File: config.mk
export PLATFORM = sky130hd
export DESIGN_NAME = sdram_arbiter
export DESIGN_NICKNAME = d
export VERILOG_FILES = /design/src/rtl/sdram_arbiter.sv
export SDC_FILE = /design/constraint.sdc
export NUM_CORES = 1
export LEC_CHECK = 0
export ABC_AREA = 1
export BUFFER_PORTS_ARGS = -buffer_cell sky130_fd_sc_hd__clkbuf_2
export CORE_MARGIN = 2
export CORE_UTILIZATION = 46
export DETAILED_ROUTE_END_ITERATION = 8
export PLACE_DENSITY = 0.92
export SLEW_MARGIN = 5
export SYNTH_ARGS = -nofsm -noshare
export SYNTH_HDL_FRONTEND = slang
export SYNTH_SLANG_ARGS = --single-unit
File: constraint.sdc
create_clock -name CLOCK_50 -period 1.8 [get_ports CLOCK_50]
set_input_delay 0.27 -clock CLOCK_50 [delete_from_list [all_inputs] [get_ports CLOCK_50]]
set_output_delay 0.27 -clock CLOCK_50 [all_outputs]
set_load 0.02 [all_outputs]
File: src/rtl/sdram_arbiter.sv
// sdram_arbiter: shares one SDRAM controller between the CPU data port (port 0)
// and the instruction-fetch port (port 1). One transaction at a time; address
// and write data stay frozen from issue until the arbiter is back in IDLE.
// A watchdog forces completion if the controller never answers.
// Optional build macro: SDRAM_ARB_ROUND_ROBIN_EN (alternate grants under contention).
module sdram_arbiter #(
  parameter int ADDR_W  = 24,
  parameter int DATA_W  = 32,
  parameter int TIMEOUT = 63
) (
  input  logic              CLOCK_50,
  input  logic              rst,
  input  logic [ADDR_W-1:0] p0_address,
  input  logic              p0_req_read,
  input  logic              p0_req_write,
  input  logic [DATA_W-1:0] p0_data_in,
  output logic [DATA_W-1:0] p0_data_out,
  output logic              p0_ack,
  input  logic [ADDR_W-1:0] p1_address,
  input  logic              p1_req_read,
  input  logic              p1_req_write,
  input  logic [DATA_W-1:0] p1_data_in,
  output logic [DATA_W-1:0] p1_data_out,
  output logic              p1_ack,
  output logic [ADDR_W-1:0] mem_address,
  output logic              mem_req_read,
  output logic              mem_req_write,
  output logic [DATA_W-1:0] mem_data_in,
  input  logic [DATA_W-1:0] mem_data_out,
  input  logic              mem_data_valid,
  input  logic              mem_write_complete,
  output logic              timeout_flag
);

  localparam int WD_W = (TIMEOUT < 1) ? 1 : $clog2(TIMEOUT + 1);
  localparam logic [WD_W-1:0] WD_LIMIT = WD_W'(TIMEOUT);

  typedef enum logic [2:0] {IDLE, ISSUE, WAIT, DONE, COOL} state_t;

  state_t            state;
  state_t            next_state;
  logic              grant_id;
  logic              grant_write;
  logic [WD_W-1:0]   watchdog;
  logic [WD_W-1:0]   wd_inc;
  logic              wd_expired;
  logic              comp_prev;
  logic              comp_now;
  logic              comp_edge;
  logic              p0_req;
  logic              p1_req;
  logic              any_req;
  logic              sel_port;
  logic              sel_write;
  logic [ADDR_W-1:0] sel_address;
  logic [DATA_W-1:0] sel_data;
`ifdef SDRAM_ARB_ROUND_ROBIN_EN
  logic              last_grant;
`endif

  assign p0_req  = p0_req_read | p0_req_write;
  assign p1_req  = p1_req_read | p1_req_write;
  assign any_req = p0_req | p1_req;

  // Pick the port to grant; a port asserting both read and write is served as a write
  always_comb begin
`ifdef SDRAM_ARB_ROUND_ROBIN_EN
    sel_port = (p0_req && p1_req) ? ~last_grant : ~p0_req;
`else
    sel_port = ~p0_req;
`endif
    sel_write   = sel_port ? p1_req_write : p0_req_write;
    sel_address = sel_port ? p1_address   : p0_address;
    sel_data    = sel_port ? p1_data_in   : p0_data_in;
  end

  // Completion is the rising edge of whichever controller level matches the operation
  always_comb begin
    comp_now  = grant_write ? mem_write_complete : mem_data_valid;
    comp_edge = comp_now & ~comp_prev;
    wd_inc    = (watchdog == '1) ? watchdog : watchdog + WD_W'(1);
  end

  // Next-state logic for the transaction sequence
  always_comb begin
    next_state = state;
    wd_expired = 1'b0;
    case (state)
      IDLE:  if (any_req) next_state = ISSUE;
      ISSUE: next_state = WAIT;
      WAIT: begin
        if (comp_edge) begin
          next_state = DONE;
        end else if (wd_inc == WD_LIMIT) begin
          wd_expired = 1'b1;
          next_state = DONE;
        end
      end
      DONE:  next_state = COOL;
      COOL:  if (!mem_data_valid && !mem_write_complete) next_state = IDLE;
      default: next_state = IDLE;
    endcase
  end

  // State register plus all registered outputs; request and ack pulses default low
  always_ff @(posedge CLOCK_50) begin
    if (rst) begin
      state         <= IDLE;
      grant_id      <= 1'b0;
      grant_write   <= 1'b0;
      watchdog      <= '0;
      comp_prev     <= 1'b0;
      mem_address   <= '0;
      mem_data_in   <= '0;
      mem_req_read  <= 1'b0;
      mem_req_write <= 1'b0;
      p0_data_out   <= '0;
      p1_data_out   <= '0;
      p0_ack        <= 1'b0;
      p1_ack        <= 1'b0;
      timeout_flag  <= 1'b0;
`ifdef SDRAM_ARB_ROUND_ROBIN_EN
      last_grant    <= 1'b1;
`endif
    end else begin
      state         <= next_state;
      comp_prev     <= comp_now;
      mem_req_read  <= 1'b0;
      mem_req_write <= 1'b0;
      p0_ack        <= 1'b0;
      p1_ack        <= 1'b0;
      case (state)
        IDLE: begin
          if (any_req) begin
            grant_id      <= sel_port;
            grant_write   <= sel_write;
            mem_address   <= sel_address;
            mem_data_in   <= sel_data;
            mem_req_write <= sel_write;
            mem_req_read  <= ~sel_write;
`ifdef SDRAM_ARB_ROUND_ROBIN_EN
            last_grant    <= sel_port;
`endif
          end
        end
        ISSUE: watchdog <= '0;
        WAIT: begin
          if (comp_edge) begin
            if (!grant_write) begin
              if (grant_id) p1_data_out <= mem_data_out;
              else          p0_data_out <= mem_data_out;
            end
            p0_ack <= ~grant_id;
            p1_ack <= grant_id;
          end else begin
            watchdog <= wd_inc;
            if (wd_expired) begin
              timeout_flag <= 1'b1;
              p0_ack       <= ~grant_id;
              p1_ack       <= grant_id;
            end
          end
        end
        default: ;
      endcase
    end
  end

endmodule

==> results of run 1 <==
==> cells by family (layout without fill, tap and decap cells) <==
kind of cell               Yosys count  in the layout
and+or+nand+nor                    256            256
AOI/OAI and AO/OA                  249            249
DFF                                137            137
buffers and inverters               82            347
adders and majority gates            1              1
xor gates and xnor gates             1              1
==> worst paths after layout <==
check / from / to / slack [ns] / depth (start not counted)
worst max-delay path: state[0] / p1_data_out[4] / 0.20 / 7
worst min-delay path: p1_address[10] / mem_address[10] / 0.09 / 3
worst max register to register: state[0] / p1_data_out[4] / 0.20 / 7
worst min register to register: grant_id / p0_ack / 0.41 / 1
==> critical path, stage by stage, from the launching register on <==
cell and delay (ns):
dfxtp_1 0.36, nor2_1 0.14, nand2_1 0.14, nor2_4 0.19, nand2_2 0.14, buf_4 0.24, o21ai_0 0.20, nor2_1 0.06
==> cell usage after synthesis (6+ instances only) <==
cell type,number,area [um^2]
nor2_1,144,541
clkbuf_1,39,146
inv_1,22,82.6
buf_2,9,45.0
dfxtp_1,137,2740
o21ai_1,9,45.0
a31oi_1,56,350
nand2_1,94,353
buf_6,6,67.6
o21ai_0,171,856
a21oi_1,11,55.1
nand3_1,8,40.0
==> metal layers <==
metal,global-route usage,wire [um]
met3,0.0739,1550
met5,0,0
met4,0.122,420
met2,0.435,8190
met1,0.286,6390
==> registers in the layout, summed over array words and instances (netlist names) <==
register       count
grant_id           1
grant_write        1
p0_data_out       32
mem_data_in       32
p1_ack             1
mem_address       24
mem_req_read       1
comp_prev          1
mem_req_write      1
watchdog           6
state              3
p0_ack             1
timeout_flag       1
p1_data_out       32
==> through the flow <==
stage	hold WS, ns	utilization	setup WS, ns
2_1_floorplan	0.339	-	0.380
3_3_place_gp	0.411	0.604	0.252
3_5_place_dp	0.407	0.604	0.188
4_1_cts	0.0812	0.653	0.162
5_1_grt	0.0958	0.653	0.0241
6_report	0.0878	0.653	0.202
==> layout make-up <==
cell class / count / area (um^2)
clock buffers: 18 / 439
clock inverters: 13 / 124
fillers: 938 / 4000
inverters: 26 / 97.6
multi-input cells: 507 / 2370
flip-flops and latches: 137 / 2750
well taps: 143 / 179
repair buffers: 290 / 1560
==> power breakdown <==
part / internal (uW) / switching (uW)
Clock: 1940 / 1360
Combinational: 646 / 1190
Sequential: 3380 / 195
==> flow_summary.toml, run 1 <==
[yosys]
synth_seq_cells = 137
synth_edf_count = 0
synthArstFlopShare = 0
synth-compound-area-share = 0.241
synth.avg_cell_area_um2 = 7.55
syn_nets = 879
synth_xor_area_frac = 0.00160
synth-main-ff-cell = "dfxtp_1"
yosys_warnings = 0
ys_seq_area_frac = 0.500
synth-simple-area-share = 0.187
synth_top_family_by_area = "compound AO/OA/AOI/OAI gates"
synth_adder_area_share = 0.00228
synthCells = 726
synthMuxAreaShare = 0
synth.distinct_cells = 26
syn_area_um2 = 5480

[route]
dr.pass1.iters = 8
first_iter_violations = 627
ant_nets = 0
viasPerCell = 5.28
drcViolationCount = 20
vias = 5988
drt_wl_total_um = 16600
wl_per_cell_um = 14.6

[setup_path]
cp.required_ns = 2.11
crit_fanout = 24
critPathCaptureType = "flop"
start_kind = "flop"
crit_type = "flop to flop"
crit_arrival_ns = 1.91

[grt]
grt_first_pass_wirelength_um = 25800
grt_start_max_net_pins = 66
overflow = 0
grt_pass1_vias = 5489
track_usage = 0.252
antenna_found_initial = 0

[run_status]
violations = "design-rule violations"
outcome = "complete, but fails checks"

[timing]
finalSetupTns_ns = 0
maxSlewHeadroom = 0.645
setup-violations-final = 0
drv_slew = 0
fin_skew_ns = 0.00628
grt_setup_unrepaired = "false"
period_needed_ns = 1.60
fmax_mhz = 626
worstMarginPinSlew_ns = 0.531
finalCritPeriodShare = 0.888
final-hold-violation-count = 0

[final_layout]
layout-drive-gt1-share = 0.341
layout_commonest_cell = "clkbuf_2"
fin_cells = 1134
areaGrowthSynthToFinish_pct = 37.2
mostFrequentLayoutCells = "clkbuf_2 (276), o21ai_0 (171), nor2_1 (144)"
design_area_um2 = 7520
diodes = 0
final_nets = 1132

[die]
row_count = 39
io_pins = 277
die_x_um = 113
chipHeight_um = 113
die_area_um2 = 12800
core_um2 = 11500
start_util = 0.476

[placement]
port_buffers = 276
place_hpwl_um = 11600
detailed_place.area_um2 = 6950
post-place-cells = 1103
place_congestion = 0.876

[clocking]
cts_buffers = 17
htree_levels = 4
clkTransAtPathRegs_ns = 0.06
post_cts_buffers = 0
clock_latency_ns = 0.42
cts_tree = "yes"
cts.sinks = 137
cts_buffer_depth = 2
hold_buffers = 0
cts_resized = 0
clockRootBuffer = "clkbuf_16"

[hold_path]
hold_class = "primary input to flop"

[flow_run]
cap_violations = 0

[power_and_ir_drop]
leakage_uw = 0.00345
worst_ir_drop_vdd_uv = 765
fin_total_pwr_uw = 8710
pwr_density_cell_nw_per_um2 = 1160
(Power assumes the default switching activity.)
==> run 2: changes to the inputs <==
--- a/config.mk
+++ b/config.mk
@@ -8,9 +8,9 @@
 export ABC_AREA = 1
 export BUFFER_PORTS_ARGS = -buffer_cell sky130_fd_sc_hd__clkbuf_2
 export CORE_MARGIN = 2
-export CORE_UTILIZATION = 46
+export CORE_UTILIZATION = 30
 export DETAILED_ROUTE_END_ITERATION = 8
-export PLACE_DENSITY = 0.92
+export PLACE_DENSITY = 0.68
 export SLEW_MARGIN = 5
 export SYNTH_ARGS = -nofsm -noshare
 export SYNTH_HDL_FRONTEND = slang
==> run 2 against run 1 <==
  * The flow now finishes without violations
  * Total power increased by 6.3%
  * Combinational power about the same
  * Fmax increased by 0.25%
  * Critical path depth increased by 2
  * First-iteration DRC count decreased by 68%
  * Clock power increased by 17%
  * Routed wire length decreased by 0.89%
  * Via count decreased by 2.6%
  * Global-route usage decreased by 8.4 points
  * Register-to-register slack about the same
  * Sequential cell count unchanged
  * Critical path type unchanged
  * Critical endpoint is now p0_ack
  * Highest routed layer unchanged
==> flow_summary.toml, run 2 (same netlist as run 1, synthesis figures left out) <==
[run_status]
outcome = "completed"

[hold_path]
hold_class = "primary input to flop"
hold_path_startpoint = "p1_data_in[27]"
min_delay_worst_endpoint = "mem_data_in[27]"
min_path_cells = 3

[final_layout]
mostFrequentLayoutCells = "clkbuf_2 (276), o21ai_0 (171), nor2_1 (144)"
ff_latch_area_um2 = 2740
multiInputGateArea_um2 = 2380
layout_commonest_cell = "clkbuf_2"
reg_top3 = "mem_data_in (32), p0_data_out (32), p1_data_out (32)"
final_nets = 1138
areaGrowthSynthToFinish_pct = 41.7
layout-drive-gt1-share = 0.344
fin_cells = 1227
diodes = 0
fillCellCount = 1845

[die]
die_area_um2 = 19400
core_um2 = 18000
die_x_um = 139
io_pins = 277
start_util = 0.305
row_count = 49
chipHeight_um = 139

[clocking]
cts_buffers = 17
clockRootBuffer = "clkbuf_16"
cts_buffer_depth = 2
htree_levels = 4
cts.sinks = 137
cts_resized = 0
clock_latency_ns = 0.41
cts_tree = "yes"
hold_buffers = 0
post_cts_buffers = 0
clkTransAtPathRegs_ns = 0.07

[setup_path]
worstSetupPathDepth = 9
critPathCaptureType = "flop"
start_kind = "flop"
critPathSlowestCell = "dfxtp_2"
worst-r2r-setup-slack_ns = 0.21
crit_buf_inv = 0
crit_chain = "ha_2, nand3_2, nor2_1, o21ai_0, nor2_1, nand2_1, nand2_1, nand2_1, nor2_1"
slowest_delay_ns = 0.37
r2r-start = "watchdog[0]"
cp.required_ns = 2.14
crit_fanout = 5
crit_type = "flop to flop"
cp_top_family = "simple AND/OR/NAND/NOR gates"
worstReg2RegEnd = "p0_ack"
crit_arrival_ns = 1.93
reg2reg_depth = 9

[power_and_ir_drop]
fin_total_pwr_uw = 9260
leakage_uw = 0.00352
worst_ir_drop_vdd_uv = 614
pwr_density_cell_nw_per_um2 = 1190

[timing]
final-hold-violation-count = 0
period_needed_ns = 1.59
finalCritPeriodShare = 0.886
maxSlewHeadroom = 0.662
fmax_mhz = 627
worstMarginPinSlew_ns = 0.507
fin_skew_ns = 0.00867
finalSetupTns_ns = 0
drv_slew = 0
setup-violations-final = 0
grt_setup_unrepaired = "false"

[grt]
grt_first_pass_wirelength_um = 26800
grt_pass1_vias = 5408
track_usage = 0.168
overflow = 0
antenna_found_initial = 0
grt_start_max_net_pins = 72

[route]
ant_nets = 0
drt_wl_total_um = 16400
dr.pass1.iters = 5
first_iter_violations = 198
viasPerCell = 4.76
drcViolationCount = 0
wl_per_cell_um = 13.4
vias = 5835

[placement]
post-place-cells = 1195
place_hpwl_um = 11700
port_buffers = 276
place_congestion = 0.804

[flow_run]
cap_violations = 0
## run 2: worst max path at each step
stage	to	slack [ns]	startpoint
finish	p0_ack	0.21	watchdog[0]
global route	p0_ack	0.03	watchdog[0]
CTS	p1_data_out[21]	0.13	state[0]
detailed placement	p1_data_out[22]	0.11	mem_write_complete
global placement	p1_data_out[22]	0.15	mem_write_complete
floorplan	state[0]	0.38	watchdog[0]
## run 2: final cells by class
type                    count  share of cell area
inverters                  26              0.0127
multi-input cells         507               0.306
well taps                 229              0.0369
flip-flops and latches    137               0.353
clock buffers              18              0.0566
clock inverters            14              0.0272
repair buffers            296               0.207
## run 2: worst reg2reg max path: cells and delay by family (launching register included)
family,cells,cell delay [ns]
fa+ha+maj,1,0.22
simple gates,7,0.81
compound gates,1,0.13
flops,1,0.37
## run 2: power by group
part           switching (uW)  internal (uW)
registers                 187           3380
logic                    1200            656
clock network            1440           2400
total                    2820           6440
## run 2: metrics by stage
stage | hold WS [ns] | utilization | worst slack (ns) | instance area [um^2]
after global routing | 0.0853 | 0.432 | 0.0315 | 7760
final | 0.0968 | 0.432 | 0.206 | 7760
after floorplan | 0.339 | - | 0.380 | 5480
after global placement | 0.414 | 0.395 | 0.150 | 7100
after detailed placement | 0.414 | 0.395 | 0.105 | 7100
after CTS | 0.0743 | 0.432 | 0.133 | 7750
## run 2: layer usage
layer	track usage	part of all wire	routed length, um
met1	0.215	0.45	7460
met2	0.269	0.45	7340
met3	0.0577	0.086	1420
met4	0.0521	0.012	191
met5	0	0	0
==> run 3: changes to the inputs <==
--- a/config.mk
+++ b/config.mk
@@ -8,10 +8,9 @@
 export ABC_AREA = 1
 export BUFFER_PORTS_ARGS = -buffer_cell sky130_fd_sc_hd__clkbuf_2
 export CORE_MARGIN = 2
-export CORE_UTILIZATION = 30
+export CORE_UTILIZATION = 46
 export DETAILED_ROUTE_END_ITERATION = 8
-export PLACE_DENSITY = 0.68
-export SLEW_MARGIN = 5
+export PLACE_DENSITY = 0.92
 export SYNTH_ARGS = -nofsm -noshare
 export SYNTH_HDL_FRONTEND = slang
 export SYNTH_SLANG_ARGS = --single-unit
==> constraint.sdc (replaced) <==
create_clock -name CLOCK_50 -period 1.8 [get_ports CLOCK_50]
set_input_delay 0.09 -clock CLOCK_50 [delete_from_list [all_inputs] [get_ports CLOCK_50]]
set_output_delay 0.09 -clock CLOCK_50 [all_outputs]
set_load 0.02 [all_outputs]
==> run 3 against run 2 <==
  * The flow now finishes with violations (design-rule violations)
  * Core utilization rose by 37 points
  * Routed wire length rose by 61%
  * Combinational power rose by 30%
  * Critical endpoint is now mem_address[2]
  * Largest power group unchanged
  * Highest routed layer unchanged
==> flow_summary.toml, run 3 (same netlist as run 1, synthesis figures left out) <==
[power_and_ir_drop]
pwr_density_cell_nw_per_um2 = 1090
fin_total_pwr_uw = 10000
worst_ir_drop_vdd_uv = 696
leakage_uw = 0.00416

[setup_path]
crit_arrival_ns = 2.00
reg2reg_depth = 6
crit_buf_inv = 2
worst-r2r-setup-slack_ns = 0.10
crit_type = "flop to flop"
worstSetupPathDepth = 6
worstReg2RegEnd = "mem_address[2]"
critPathSlowestCell = "dfxtp_1"
crit_chain = "nor3_2, nand2_1, clkinv_4, buf_12, o21ai_0, a31oi_2"
critPathCaptureType = "flop"
startpoint = "state[2]"
slowest_delay_ns = 0.33
r2r-start = "state[2]"
cp_top_family = "compound AO/OA/AOI/OAI gates"
cp.required_ns = 2.10
start_kind = "flop"
critPathCapture = "mem_address[2]"
crit_fanout = 36

[placement]
place_hpwl_um = 11800
post-place-cells = 1103
place_congestion = 0.900
detailed_place.area_um2 = 6950
port_buffers = 276

[timing]
hold_ws_ns = 0.0505
period_needed_ns = 1.70
fin_skew_ns = 0.00794
fmax_mhz = 589
drv_slew = 0
setup-violations-final = 0
maxSlewHeadroom = 0.639
worstMarginPinSlew_ns = 0.541
final-hold-violation-count = 0
finalCritPeriodShare = 0.944

[grt]
overflow = 0
busiest_layer = "met2"
grt_util_met3 = 0.116
grt_util_met1 = 0.388
antenna_found_initial = 8
grt_use_met2 = 0.639
grt_pass1_vias = 7480
track_usage = 0.385
grt_start_max_net_pins = 72
grt_first_pass_wirelength_um = 38200

[clocking]
cts_buffer_depth = 2
clock_latency_ns = 0.42
cts_tree = "yes"
cts.sinks = 137
cts_buffers = 17
htree_levels = 4
clkTransAtPathRegs_ns = 0.07
clockRootBuffer = "clkbuf_16"

[die]
start_util = 0.476
io_pins = 277
die_area_um2 = 12800
core_um2 = 11500
row_count = 39
die_x_um = 113
chipHeight_um = 113

[run_status]
violations = "design-rule violations"
outcome = "complete, but fails checks"

[route]
ant_nets = 0
drcViolationCount = 19
wl_per_cell_um = 20.4
drt_wl_total_um = 26400
dr.pass1.iters = 9
first_iter_violations = 1096
viasPerCell = 5.98
vias = 7743

[hold_path]
hold_class = "primary input to flop"

[final_layout]
fin_cells = 1294
areaGrowthSynthToFinish_pct = 67.7
layout-drive-gt1-share = 0.300
final_nets = 1284
mostFrequentLayoutCells = "clkbuf_2 (276), o21ai_0 (171), dlygate4sd3_1 (146)"
design_area_um2 = 9190
reg_top3 = "mem_data_in (32), p0_data_out (32), p1_data_out (32)"
layout_commonest_cell = "clkbuf_2"

[flow_run]
cap_violations = 0
[run 3: how the worst min path moves through the flow]
stage	startpoint	end	depth (start not counted)
after floorplan	rst	watchdog[5]	1
after global placement	p1_address[9]	mem_address[9]	3
after detailed placement	p1_data_in[1]	mem_data_in[1]	3
after CTS	rst	state[2]	2
after global routing	rst	watchdog[2]	2
final	rst	state[2]	2
[run 3: final cells by class]
class,instances,area (um^2)
Clock inverter,11,190
Antenna cell,7,17.5
Timing Repair Buffer,442,3090
Sequential cell,137,2740
Tap cell,143,179
Fill cell,635,2330
Inverter,26,103
Clock buffer,21,480
Multi-Input combinational cell,507,2390
[run 3: through the flow]
stage | setup TNS [ns] | worst slack (ns) | util
2_1_floorplan | 0 | 0.380 | -
3_3_place_gp | 0 | 0.248 | 0.604
3_5_place_dp | 0 | 0.140 | 0.604
4_1_cts | 0 | 0.130 | 0.789
5_1_grt | -0.0868 | -0.0736 | 0.798
6_report | 0 | 0.102 | 0.798
[run 3: power breakdown]
group / leakage, uW / switching, uW / total [uW] / internal [uW]
clock: 0.000329 / 1350 / 3960 / 2610
combinational: 0.00271 / 1530 / 2410 / 889
sequential: 0.00112 / 264 / 3650 / 3380
[run 3: repair_timing]
action / in CTS / in global routing
hold buffers: 146 / 0
endpoints found under the setup margin: 0 / 52
buffers inserted: 0 / 5
hold endpoints to repair: 118 / 0
resized for setup: 0 / 8
[run 3: routing by layer]
layer | vias up | share of wire
li1 | 3274 | -
met1 | 3435 | 0.32
met2 | 784 | 0.46
met3 | 250 | 0.12
met4 | 0 | 0.093
met5 | - | 0
